**config.mk**
```make
export PLATFORM = sky130hd
export DESIGN_NAME = uart_tx_arbiter
export DESIGN_NICKNAME = d
export VERILOG_FILES = /design/src/rtl/uart_ctrl_pkg.sv /design/src/rtl/uart_tx_arbiter_pick.sv /design/src/rtl/uart_tx_arbiter.sv
export SDC_FILE = /design/constraint.sdc
export NUM_CORES = 1
export LEC_CHECK = 0
export ABC_AREA = 0
export BUFFER_PORTS_ARGS = -buffer_cell sky130_fd_sc_hd__buf_2
export CAP_MARGIN = 10
export CORE_MARGIN = 4
export CORE_UTILIZATION = 35
export CTS_BUF_LIST = sky130_fd_sc_hd__clkbuf_4 sky130_fd_sc_hd__clkbuf_8 sky130_fd_sc_hd__clkbuf_16
export CTS_CLUSTER_SIZE = 20
export DETAILED_ROUTE_END_ITERATION = 10
export PLACE_DENSITY = 0.57
export SYNTH_ARGS = -nofsm -noshare
export SYNTH_HDL_FRONTEND = slang
export SYNTH_HIERARCHICAL = 1
export SYNTH_SLANG_ARGS = --single-unit
```
**constraint.sdc**
```tcl
create_clock -name clk -period 3.7 [get_ports clk]
set_input_delay 0.185 -clock clk [delete_from_list [all_inputs] [get_ports clk]]
set_output_delay 0.185 -clock clk [all_outputs]
set_load 0.005 [all_outputs]
```
**src/rtl/uart_ctrl_pkg.sv**
```systemverilog
// Shared types and constants for the UART transmit-side control logic.
package uart_ctrl_pkg;

    typedef enum logic [1:0] {
        ARB,
        LOAD,
        WAIT_LOW,
        WAIT_DONE
    } arb_state_t;

    // Clocks per UART bit; one 10-bit frame is 10*UART_BAUD_DIV cycles.
    localparam int unsigned UART_BAUD_DIV = 5208;
    localparam int unsigned FRAME_CYCLES  = 10 * UART_BAUD_DIV;

endpackage

```
**src/rtl/uart_tx_arbiter_pick.sv**
```systemverilog
// Combinational round-robin pick: first set request at or above ptr, wrapping.
module rr_priority_pick #(
    parameter int unsigned NUM_REQ = 4
) (
    input  logic [NUM_REQ-1:0]         req,
    input  logic [$clog2(NUM_REQ)-1:0] ptr,
    output logic [NUM_REQ-1:0]         winner,
    output logic                       valid
);

    localparam int unsigned PTR_W = $clog2(NUM_REQ);

    logic [PTR_W-1:0] idx;

    always_comb begin
        winner = '0;
        valid  = 1'b0;
        idx    = '0;
        for (int unsigned k = 0; k < NUM_REQ; k++) begin
            idx = PTR_W'((32'(ptr) + k) % NUM_REQ);
            if (!valid && req[idx]) begin
                winner[idx] = 1'b1;
                valid       = 1'b1;
            end
        end
    end

endmodule

```
**src/rtl/uart_tx_arbiter.sv**
```systemverilog
// Round-robin owner of a shared UART transmitter with message locking
// and a sticky watchdog for a transmitter that never finishes a frame.
module uart_tx_arbiter
    import uart_ctrl_pkg::*;
#(
    parameter int unsigned NUM_REQ = 4,
    parameter int unsigned TIMEOUT = 60000
) (
    input  logic                   clk,
    input  logic                   rst,
    input  logic [NUM_REQ-1:0]     req,
    input  logic [8*NUM_REQ-1:0]   req_data,
    input  logic [NUM_REQ-1:0]     req_last,
    output logic [NUM_REQ-1:0]     ack,
    output logic [NUM_REQ-1:0]     grant,
    output logic                   busy,
    output logic                   locked,
    output logic                   trmt,
    output logic [7:0]             tx_data,
    input  logic                   tx_done,
    output logic                   timeout_err,
    input  logic                   clr_err
);

    localparam int unsigned PTR_W = $clog2(NUM_REQ);
    localparam int unsigned CNT_W = $clog2(TIMEOUT + 1);
    localparam logic [CNT_W-1:0] CNT_MAX   = '1;
    localparam logic [CNT_W-1:0] CNT_LIMIT = CNT_W'(TIMEOUT - 1);

    arb_state_t         state_q, state_d;
    logic [NUM_REQ-1:0] grant_q, grant_d;
    logic [7:0]         tx_data_q, tx_data_d;
    logic               locked_q, locked_d;
    logic               err_q, err_d;
    logic [PTR_W-1:0]   ptr_q, ptr_d;
    logic [CNT_W-1:0]   cnt_q, cnt_d;

    logic [NUM_REQ-1:0] pick_req, pick_oh;
    logic               pick_valid;
    logic [PTR_W-1:0]   grant_idx;
    logic [7:0]         win_data;
    logic               last_bit;

    // While locked only the current owner may compete.
    assign pick_req = locked_q ? (req & grant_q) : req;
    assign last_bit = |(req_last & grant_q);

    rr_priority_pick #(.NUM_REQ(NUM_REQ)) u_pick (
        .req    (pick_req),
        .ptr    (ptr_q),
        .winner (pick_oh),
        .valid  (pick_valid)
    );

    always_comb begin
        win_data  = '0;
        grant_idx = '0;
        for (int unsigned i = 0; i < NUM_REQ; i++) begin
            if (pick_oh[i]) win_data = req_data[8*i +: 8];
            if (grant_q[i]) grant_idx = PTR_W'(i);
        end
    end

    always_comb begin
        state_d   = state_q;
        grant_d   = grant_q;
        tx_data_d = tx_data_q;
        locked_d  = locked_q;
        ptr_d     = ptr_q;
        cnt_d     = cnt_q;
        err_d     = clr_err ? 1'b0 : err_q;
        case (state_q)
            ARB: begin
                if (pick_valid) begin
                    grant_d   = pick_oh;
                    tx_data_d = win_data;
                    state_d   = LOAD;
                end else if (!locked_q) begin
                    grant_d = '0;
                end
            end
            LOAD: begin
                cnt_d    = '0;
                ptr_d    = (grant_idx == PTR_W'(NUM_REQ - 1)) ? '0 : grant_idx + 1'b1;
                locked_d = ~last_bit;
                state_d  = WAIT_LOW;
            end
            WAIT_LOW, WAIT_DONE: begin
                if (cnt_q != CNT_MAX) cnt_d = cnt_q + 1'b1;
                // Watchdog expiry overrides the handshake and wins over clr_err.
                if (cnt_q == CNT_LIMIT) begin
                    err_d    = 1'b1;
                    locked_d = 1'b0;
                    grant_d  = '0;
                    state_d  = ARB;
                end else if (state_q == WAIT_LOW && !tx_done) begin
                    state_d = WAIT_DONE;
                end else if (state_q == WAIT_DONE && tx_done) begin
                    state_d = ARB;
                    if (!locked_q) grant_d = '0;
                end
            end
            default: state_d = ARB;
        endcase
    end

    always_ff @(posedge clk) begin
        if (rst) begin
            state_q   <= ARB;
            grant_q   <= '0;
            tx_data_q <= 8'h00;
            locked_q  <= 1'b0;
            err_q     <= 1'b0;
            ptr_q     <= '0;
            cnt_q     <= '0;
        end else begin
            state_q   <= state_d;
            grant_q   <= grant_d;
            tx_data_q <= tx_data_d;
            locked_q  <= locked_d;
            err_q     <= err_d;
            ptr_q     <= ptr_d;
            cnt_q     <= cnt_d;
        end
    end

    assign grant       = grant_q;
    assign ack         = (state_q == LOAD) ? grant_q : '0;
    assign trmt        = (state_q == LOAD);
    assign busy        = (state_q != ARB);
    assign locked      = locked_q;
    assign tx_data     = tx_data_q;
    assign timeout_err = err_q;

endmodule

```
==> run summary, run 1 <==
fin nets = 414
initial antenna violation count = 0
CTS buffer count = 5
Async S/R FF share, synth = 0
Seq/Total Area, Yosys = 0.267
Clock Skew = 0.0130 ns
outcome = finished, final reports clean
Placer Congestion = 0.947
I/O pins = 64
Max Cap Viol = 0
number of fill cells in the layout = 712
Power Total = 1420 uW
Final period util = 0.841
GRT overflow = 0
Leakage = 0.00119 uW
antenna viol nets, final = 0
post-synthesis cell area = 2550 um2
Core ar. = 6940 um2
die area = 8700 um2
vias per cell = 5.58
combinational power share = 0.433
DR pass1 iterations = 4
root buffer cell = clkbuf_8
type of origin of the critical path = flop
WP data arrival = 3.30 ns
Post-Synthesis Cells = 308
max-slew violation count = 0
Hold Fails Final Rpt = 0
IO Port Bufs = 63
first-pass GRT wire length = 11.6 mm
post-layout min period = 3.11 ns
CP Max Fanout = 7
Area growth syn-to-layout = 18.8%
Worst Tran Pin Value = 0.771 ns
Antenna Cells = 0
syn_area_per_cell = 8.27 um2
WL final = 7.27 mm
WP data required = 3.89 ns
Initial DRC Count = 165
Chip Height = 93.3 um
GRT Overall Usage = 0.164
Int Power = 881 uW
CTS H-tree depth = 2
RSZ-0062 raised after global routing = false
drt drc = 0
switching pwr = 541 uW
CTS tree = done
most common cell after layout, fill and taps aside = buf_2
synth warn = 6
Distinct cells, synth = 65
# setup viols final = 0
#FFs+latches synth = 34
setup TNS = 0 ns
FMAX = 321 MHz
largest net degree at the start of global routing = 32
maximum clock path buffer count = 2
PwrDens = 470 nW/um2
DR WL/cell = 15.8 um
Initial Util = 0.367
HP Class = input port to flop
DPL Wire Length = 5.37 mm
CP endpoint kind = flop
Die X = 93.3 um
VDD IR max = 0.000229 V
clock slew at reported path FFs = 0.08 ns
EDFF count, synth = 0
post-synth net total = 359
share of cells above drive strength 1 = 0.275
register share of total power = 0.323
Clk pwr share = 0.244
Row Count = 30
Crit Path Class = flop to flop
worst-skew pair later-pin latency = 0.29 ns
Sw Ratio = 0.381
Hold Worst Slack = 0.195 ns
most frequent cells in the layout = buf_2, dfxtp_1, nor2_1, nand2_1, inv_1
via count = 2569
Rel. slew slack = 0.486
Post-synth top flop = dfxtp_1
hold buffer count at cts = 0
vias in the first global route = 2275
CTS sink count = 34
## cells in the mapped netlist, types with 6 or more instances
master / instances / area [um2]
nand2b_1: 10 / 62.6
mux2i_1: 8 / 80.1
nor2_1: 32 / 120
clkbuf_1: 9 / 33.8
inv_1: 18 / 67.6
dfxtp_1: 34 / 681
a211oi_1: 11 / 82.6
a221oi_1: 8 / 70.1
o22ai_1: 7 / 43.8
o31a_1: 8 / 70.1
ha_1: 7 / 87.6
a21oi_1: 6 / 30.0
nand2_1: 27 / 101
nor2b_1: 12 / 75.1
a22oi_1: 7 / 52.6
nand3_1: 8 / 40.0
## cell families (layout without fill, tap and decap cells)
kind of cell,Yosys count,in the layout,synth area share
XOR/XNOR,5,5,0.0172
AND/OR/NAND/NOR,123,123,0.265
buffers and inverters,40,96,0.0752
AO/OA/AOI/OAI,87,87,0.287
flip-flops,34,34,0.267
adder cells (fa/ha/maj),7,7,0.0344
multiplexers,12,12,0.0536
## per-layer routing
metal	share of wire	global-route usage
met1	0.48	0.237
met2	0.43	0.247
met3	0.073	0.0249
met4	0.019	0.0513
met5	0	0
## worst max-delay path, cell delays in order, from the launching register on
cell and delay [ns]:
dfxtp_1 0.38, inv_1 0.10, a21boi_0 0.31, or3b_1 0.38, a2111o_1 0.43, nand3_2 0.12
o2bb2ai_1 0.18, nor2b_1 0.48, a221oi_1 0.14, o31a_1 0.27, a211oi_1 0.24
## layout make-up
class | instances | area (um2) | share of cell area
clock buffer | 5 | 68.8 | 0.0227
clock inverter | 3 | 40.0 | 0.0132
inverter | 18 | 67.6 | 0.0223
multi-input combinational | 234 | 1680 | 0.555
sequential | 34 | 681 | 0.225
tap | 96 | 120 | 0.0397
timing repair buffer | 70 | 368 | 0.122
## path summary, 6_finish.rpt
check / start / endpoint / slack (ns) / depth (start not counted)
setup / recovery: grant[1]$_SDFFE_PP0P_ / tx_data[6]$_SDFFE_PP0P_ / 0.59 / 10
hold / removal: clr_err / timeout_err$_SDFF_PP0_ / 0.19 / 3
setup reg to reg: grant[1]$_SDFFE_PP0P_ / tx_data[6]$_SDFFE_PP0P_ / 0.59 / 10
hold reg to reg: cnt_q[6]$_SDFFE_PP0P_ / cnt_q[6]$_SDFFE_PP0P_ / 0.49 / 1
## power groups by stage
stage	logic [uW]	registers [uW]	clock network (uW)
final	616	459	347
after global routing	677	465	369
after CTS	613	460	356
after detailed placement	611	468	0
after global placement	607	468	0
after floorplan	444	456	0
## state kept, by name (all words and copies together) (netlist names)
signal	flops
grant	4
tx_data	8
timeout_err	1
locked	1
cnt_q	16
state_q	2
ptr_q	2
## timing repair
action                     in CTS  in global routing
buffers inserted                0                  0
resized for setup               0                  2
setup endpoints to repair       0                  8
## stage by stage
stage          std cells   util  worst slack (ns)  area (um2)
2_1_floorplan        308      -             0.798        2550
3_3_place_gp         452  0.419             0.552        2910
3_5_place_dp         452  0.419             0.405        2910
4_1_cts              460  0.435             0.355        3020
5_1_grt              460  0.436             0.258        3030
6_report             460  0.436             0.588        3030
Power figures use the tool's default switching activity.
==> run 2: changes to the inputs <==
- ABC_AREA: 0 -> 1
- PLACE_DENSITY: 0.57 -> 0.6
- clock period: 3.7 -> 2.81 ns (I/O delays scaled with it)
==> run summary, run 2 <==
WP data required = 3.04 ns (-0.85 ns)
Synth Area in Simple Gates = 0.427 (+0.162)
CTS H-tree depth = 2 (unchanged)
crit-path cells = inv_1 -> a21boi_1 -> inv_1 -> nand2_1 -> nand3_1 -> nand2_1 -> nand3_2 -> nor2_1 -> nor2_1 -> nand2_1 -> clkinvlp_4 -> nand3_1 -> nand3_1 -> nand2_1 -> nand2_1 -> nor2_1
max-slew violation count = 0 (unchanged)
Die X = 92.9 um (-0.45%)
# setup viols final = 0 (unchanged)
Chip Height = 92.9 um (-0.45%)
I/O pins = 64 (unchanged)
vias in the first global route = 2630 (+16%)
register share of total power = 0.258 (-0.065)
Rel. slew slack = 0.589 (+0.103)
largest family of logic cells by synthesized area = simple AND/OR/NAND/NOR gates
Placer Congestion = 0.858 (-9.4%)
Sw Ratio = 0.497 (+0.117)
post-synth net total = 460 (+28%)
largest net degree at the start of global routing = 20 (-38%)
syn_area_per_cell = 6.16 um2 (-25%)
Clock Skew = 0.00307 ns (-0.00990 ns)
most frequent cell after synthesis = nand2_1
RSZ-0062 raised after global routing = false
mux cell area share after synthesis = 0 (-0.0536)
first-pass GRT wire length = 12.2 mm (+5.8%)
post-layout min period = 2.49 ns (-0.624 ns)
fin nets = 525 (+27%)
antenna viol nets, final = 0 (unchanged)
slowest stage delay, CP = 0.44 ns (-0.04 ns)
Core ar. = 6910 um2 (-0.54%)
Leakage = 0.00139 uW (+17%)
DPL Wire Length = 5.70 mm (+6.3%)
vias per cell = 4.92 (-12%)
Post-synth top flop = dfxtp_1
FMAX = 402 MHz (+25%)
Area growth syn-to-layout = 20.7%
worst-skew pair later-pin latency = 0.29 ns (about the same)
#FFs+latches synth = 34 (unchanged)
CTS buffer count = 5 (unchanged)
Initial DRC Count = 125 (-24%)
cell taking the most area after synthesis = dfxtp_1
most frequent cells in the layout = nand2_1, buf_2, nor2_1, nand3_1
WL final = 7.26 mm (-0.17%)
PwrDens = 874 nW/um2 (+86%)
Seq/Total Area, Yosys = 0.270 (+0.00265)
Final period util = 0.886 (+0.0444)
WP data arrival = 2.72 ns (-0.58 ns)
DR WL/cell = 12.7 um (-20%)
combinational power share = 0.592 (+0.159)
storage element area = 681 um2 (unchanged)
area of the multi-input gates = 1650 um2 (-2.1%)
most common cell after layout, fill and taps aside = nand2_1
Async S/R FF share, synth = 0 (unchanged)
Clk pwr share = 0.150 (-0.094)
HP Class = input port to flop
die area = 8620 um2 (-0.90%)
type of origin of the critical path = flop
root buffer cell = clkbuf_8
synth cell count leaders = nand2_1, nor2_1, nand3_1
initial antenna violation count = 0 (unchanged)
Row Count = 30 (unchanged)
CP Max Fanout = 9 (+2)
GRT overflow = 0 (unchanged)
via count = 2811 (+9.4%)
CP delay by family, top = simple AND/OR/NAND/NOR gates
top cells by area, synth = dfxtp_1, nand2_1, nand3_1
outcome = finished, final reports clean
postcts setup bufs = 0 (unchanged)
share of cells above drive strength 1 = 0.221 (-0.0537)
GRT Overall Usage = 0.173 (+0.00885)
Buf/Inv on CP = 3 (+2)
CTS tree = done
switching pwr = 1320 uW (+140%)
Int Power = 1340 uW (+52%)
Top reg by flops = cnt_q
VDD IR max = 0.000348 V (+52%)
Synth Area in Compound Gates = 0.181 (-0.106)
Worst Tran Pin Value = 0.613 ns (-0.159 ns)
XOR/XNOR Fraction of Synth Area = 0.00695 (-0.0103)
number of fill cells in the layout = 769 (+8.0%)
Max Cap Viol = 0 (unchanged)
Slowest-stage cell, CP = dfxtp_1
Antenna Cells = 0 (unchanged)
Hold Fails Final Rpt = 0 (unchanged)
maximum clock path buffer count = 2 (unchanged)
IO Port Bufs = 63 (unchanged)
Crit Path Class = flop to flop
Post-Synthesis Cells = 409 (+33%)
setup TNS = 0 ns (unchanged)
hold buffer count at cts = 0 (unchanged)
max reg flops = 16 (unchanged)
DR pass1 iterations = 5 (+1)
CP dominant cell by count = nand2_1
post-synthesis cell area = 2520 um2 (-0.98%)
CP endpoint kind = flop
Synth Area in Adders = 0.0347 (+0.000341)
Distinct cells, synth = 30 (-54%)
Power Total = 2660 uW (+87%)
synth warn = 6 (unchanged)
clock slew at reported path FFs = 0.08 ns (about the same)
Yosys top cell area share = 0.270 (+0.00265)
EDFF count, synth = 0 (unchanged)
Initial Util = 0.365 (-0.00163)
drt drc = 0 (unchanged)
CTS sink count = 34 (unchanged)
## run 2: cell families (layout without fill, tap and decap cells)
group / Yosys count / after routing
simple gates: 239 / 239
fa+ha+maj: 7 / 7
xor+xnor: 2 / 2
compound gates: 77 / 77
buf+inv: 50 / 116
flops: 34 / 34
## run 2: metrics by stage
stage / hold slack, ns / cells / cell area, um2 / utilization / worst slack, ns
finish: 0.110 / 571 / 3040 / 0.441 / 0.321
global route: 0.134 / 571 / 3040 / 0.441 / 0.0427
CTS: 0.110 / 571 / 3030 / 0.439 / 0.0732
detailed placement: 0.417 / 563 / 2940 / 0.425 / 0.0881
global placement: 0.413 / 563 / 2940 / 0.425 / 0.114
floorplan: 0.210 / 409 / 2520 / - / 0.472
## run 2: layer usage
metal | GRT usage | up-vias | routed length [um]
met5 | 0 | - | 0
met4 | 0.0513 | 0 | 105
met3 | 0.0366 | 9 | 391
met2 | 0.264 | 68 | 3200
met1 | 0.242 | 1263 | 3560
li1 | - | 1471 | -
## run 2: worst register-to-register path: cells and delay by family, from the launching register on
family	cells	cell delay, ns
flops	1	0.44
simple gates	12	1.26
compound gates	1	0.24
buf+inv	3	0.50
## run 2: final cells by class
type                    instances  area share
multi-input cells             325       0.540
flip-flops and latches         34       0.224
repair buffers                 67       0.113
inverters                      41      0.0518
well taps                      96      0.0395
clock buffers                   6      0.0271
clock inverters                 2     0.00411
## run 2: power by group through the flow
stage	sequential [uW]	clock [uW]	combinational (uW)
floorplan	686	0	1130
global placement	690	0	1550
detailed placement	694	0	1550
CTS	685	404	1550
global route	704	422	1820
finish	687	399	1570
## run 2: timing repair
action                                  in CTS  in global routing
endpoints found under the setup margin       0                  9
hold endpoints to repair                     0                  0
resized for setup                            0                  5
## run 2: path summary, 6_finish.rpt
check                              start                     end  slack (ns)  cells past startpoint
setup / recovery   grant[3]$_SDFFE_PP0P_   grant[2]$_SDFFE_PP0P_        0.32                     16
setup reg to reg   grant[3]$_SDFFE_PP0P_   grant[2]$_SDFFE_PP0P_        0.32                     16
hold / removal                   clr_err  timeout_err$_SDFF_PP0_        0.11                      4
hold reg to reg   timeout_err$_SDFF_PP0_  timeout_err$_SDFF_PP0_        0.48                      2
==> run 3: changes to the inputs <==
- CORE_UTILIZATION: 35 -> 48
- PLACE_DENSITY: 0.6 -> 0.77
==> run summary, run 3 (synthesis gave the netlist of run 2 again) <==
max reg flops = 16 (unchanged)
hold path start = clr_err
crit-path cells = inv_1 -> a21boi_0 -> inv_1 -> nand2_1 -> nand3_1 -> nand2_1 -> nand3_2 -> nor2_1 -> nor2_1 -> nand2_1 -> clkinv_1 -> o211ai_1 -> a31oi_1
Clock Skew = 0.00513 ns (+0.00206 ns)
DR pass1 iterations = 4 (-1)
fin util = 0.583 (+0.142)
Initial DRC Count = 191 (+53%)
maximum clock path buffer count = 2 (unchanged)
Hold Worst Slack = 0.113 ns (+0.00291 ns)
max-slew violation count = 0 (unchanged)
VDD IR max = 0.000413 V (+19%)
Initial Util = 0.494 (+0.129)
clock slew at reported path FFs = 0.07 ns (about the same)
CTS tree = done
WP data required = 2.97 ns (-0.07 ns)
Worst R2R Setup Slack = 0.28 ns (-0.04 ns)
Hold EP = timeout_err$_SDFF_PP0_
worst-skew pair later-pin latency = 0.29 ns (about the same)
Antenna Cells = 0 (unchanged)
Leakage = 0.00137 uW (-0.98%)
DPL Wire Length = 5.61 mm (-1.6%)
type of origin of the critical path = flop
CP Max Fanout = 9 (unchanged)
fin nets = 523 (-0.38%)
largest net degree at the start of global routing = 20 (unchanged)
Rel. slew slack = 0.635 (+0.0456)
first-pass GRT wire length = 11.9 mm (-2.9%)
vias in the first global route = 2587 (-1.6%)
Final period util = 0.900 (+0.0139)
storage element area = 681 um2 (unchanged)
WP data arrival = 2.69 ns (-0.03 ns)
# setup viols final = 0 (unchanged)
I/O pins = 64 (unchanged)
hold buffer count at cts = 0 (unchanged)
die area = 6480 um2 (-25%)
Die X = 80.5 um (-13%)
initial antenna violation count = 0 (unchanged)
Slowest-stage cell, CP = dfxtp_1
slowest stage delay, CP = 0.37 ns (-0.07 ns)
share of cells above drive strength 1 = 0.214 (-0.00707)
Max Cap Viol = 0 (unchanged)
Row Count = 26 (-13%)
GRT overflow = 0 (unchanged)
CP endpoint kind = flop
Core ar. = 5110 um2 (-26%)
PwrDens = 870 nW/um2 (-0.48%)
Placer Congestion = 1.01 (+17%)
DP Area = 2890 um2 (-1.6%)
FMAX = 396 MHz (-1.5%)
Reg-to-Reg Start = grant[3]$_SDFFE_PP0P_
Area growth syn-to-layout = 18.1%
root buffer cell = clkbuf_8
RSZ-0062 raised after global routing = false
CTS buffer count = 5 (unchanged)
GRT Overall Usage = 0.230 (+0.0571)
HP Class = input port to flop
Top reg by flops = cnt_q
vias per cell = 5.39 (+9.5%)
post-layout min period = 2.53 ns (+0.0390 ns)
reg2reg path depth = 13 (-3)
CP dominant cell by count = nand2_1
number of fill cells in the layout = 498 (-35%)
antenna viol nets, final = 0 (unchanged)
Chip Height = 80.5 um (-13%)
most common cell after layout, fill and taps aside = nand2_1
CTS H-tree depth = 2 (unchanged)
drt drc = 0 (unchanged)
CTS sink count = 34 (unchanged)
Worst Tran Pin Value = 0.547 ns (-0.0654 ns)
r2r endpoint = tx_data[5]$_SDFFE_PP0P_
outcome = finished, final reports clean
Hold Path Cell Cnt = 4 (unchanged)
Hold Fails Final Rpt = 0 (unchanged)
IO Port Bufs = 63 (unchanged)
Final Instance Area = 2980 um2 (-2.2%)
WL final = 7.19 mm (-0.98%)
via count = 2923 (+4.0%)
Crit Path Class = flop to flop
setup TNS = 0 ns (unchanged)
area of the multi-input gates = 1650 um2 (unchanged)
DR WL/cell = 13.3 um (+4.3%)
most frequent cells in the layout = nand2_1, buf_2, nor2_1, nand3_1
run 3: cell types whose count changed in the layout (fill, tap and decap cells not counted), sizes merged:
cell / before / now
buf: 67 / 65
clkinvlp: 2 / 0
clkinv: 2 / 4
clkbuf: 6 / 5
run 3: worst max-delay path by stage:
| stage | end | depth (start not counted) | slack (ns) | startpoint |
|---|---|---|---|---|
| global route | grant[2]$_SDFFE_PP0P_ | 16 | 0.05 | grant[0]$_SDFFE_PP0P_ |
| CTS | tx_data[4]$_SDFFE_PP0P_ | 14 | 0.25 | grant[2]$_SDFFE_PP0P_ |
| global placement | tx_data[1]$_SDFFE_PP0P_ | 14 | 0.31 | grant[2]$_SDFFE_PP0P_ |
| detailed placement | tx_data[5]$_SDFFE_PP0P_ | 13 | 0.28 | grant[2]$_SDFFE_PP0P_ |
| floorplan | tx_data[5]$_SDFFE_PP0P_ | 15 | 0.47 | ptr_q[0]$_SDFFE_PP0P_ |
| finish | tx_data[5]$_SDFFE_PP0P_ | 13 | 0.28 | grant[3]$_SDFFE_PP0P_ |
run 3: power by group:
part / leakage [uW] / switching (uW) / internal, uW
Clock: 0.0000438 / 179 / 166
Combinational: 0.00105 / 1010 / 536
Sequential: 0.000278 / 112 / 588
Total: 0.00137 / 1300 / 1290
run 3: what timing repair did:
action | 4_1_cts | 5_1_grt
setup endpoints to repair | 0 | 9
gates resized for setup | 0 | 3
setup buffers | 0 | 0
hold endpoints to repair | 0 | 0
run 3: final cells by class:
type | count | share of cell area
Clock inverter | 2 | 0.00336
Sequential cell | 34 | 0.229
Inverter | 41 | 0.0517
Multi-Input combinational cell | 325 | 0.553
Clock buffer | 5 | 0.0231
Tap cell | 70 | 0.0294
Timing Repair Buffer | 65 | 0.111
run 3: worst max-delay path, delay by kind of cell, from the launching register on:
family	cells	cell delay, ns
buffers and inverters	3	0.50
and+or+nand+nor	7	0.81
AOI/OAI and AO/OA	3	0.72
DFF	1	0.37
run 3: through the flow:
step	worst slack [ns]	power (uW)	cells
floorplan	0.472	1810	409
global placement	0.307	2190	535
detailed placement	0.276	2200	535
CTS	0.250	2550	542
global route	0.0487	2840	542
finish	0.282	2590	542
run 3: layer usage:
layer,share of wire,global-route usage,vias up
met3,0.063,0.0437,13
met1,0.46,0.315,1333
met2,0.46,0.365,110
met4,0.017,0.0625,0
li1,-,-,1467
met5,0,0,-
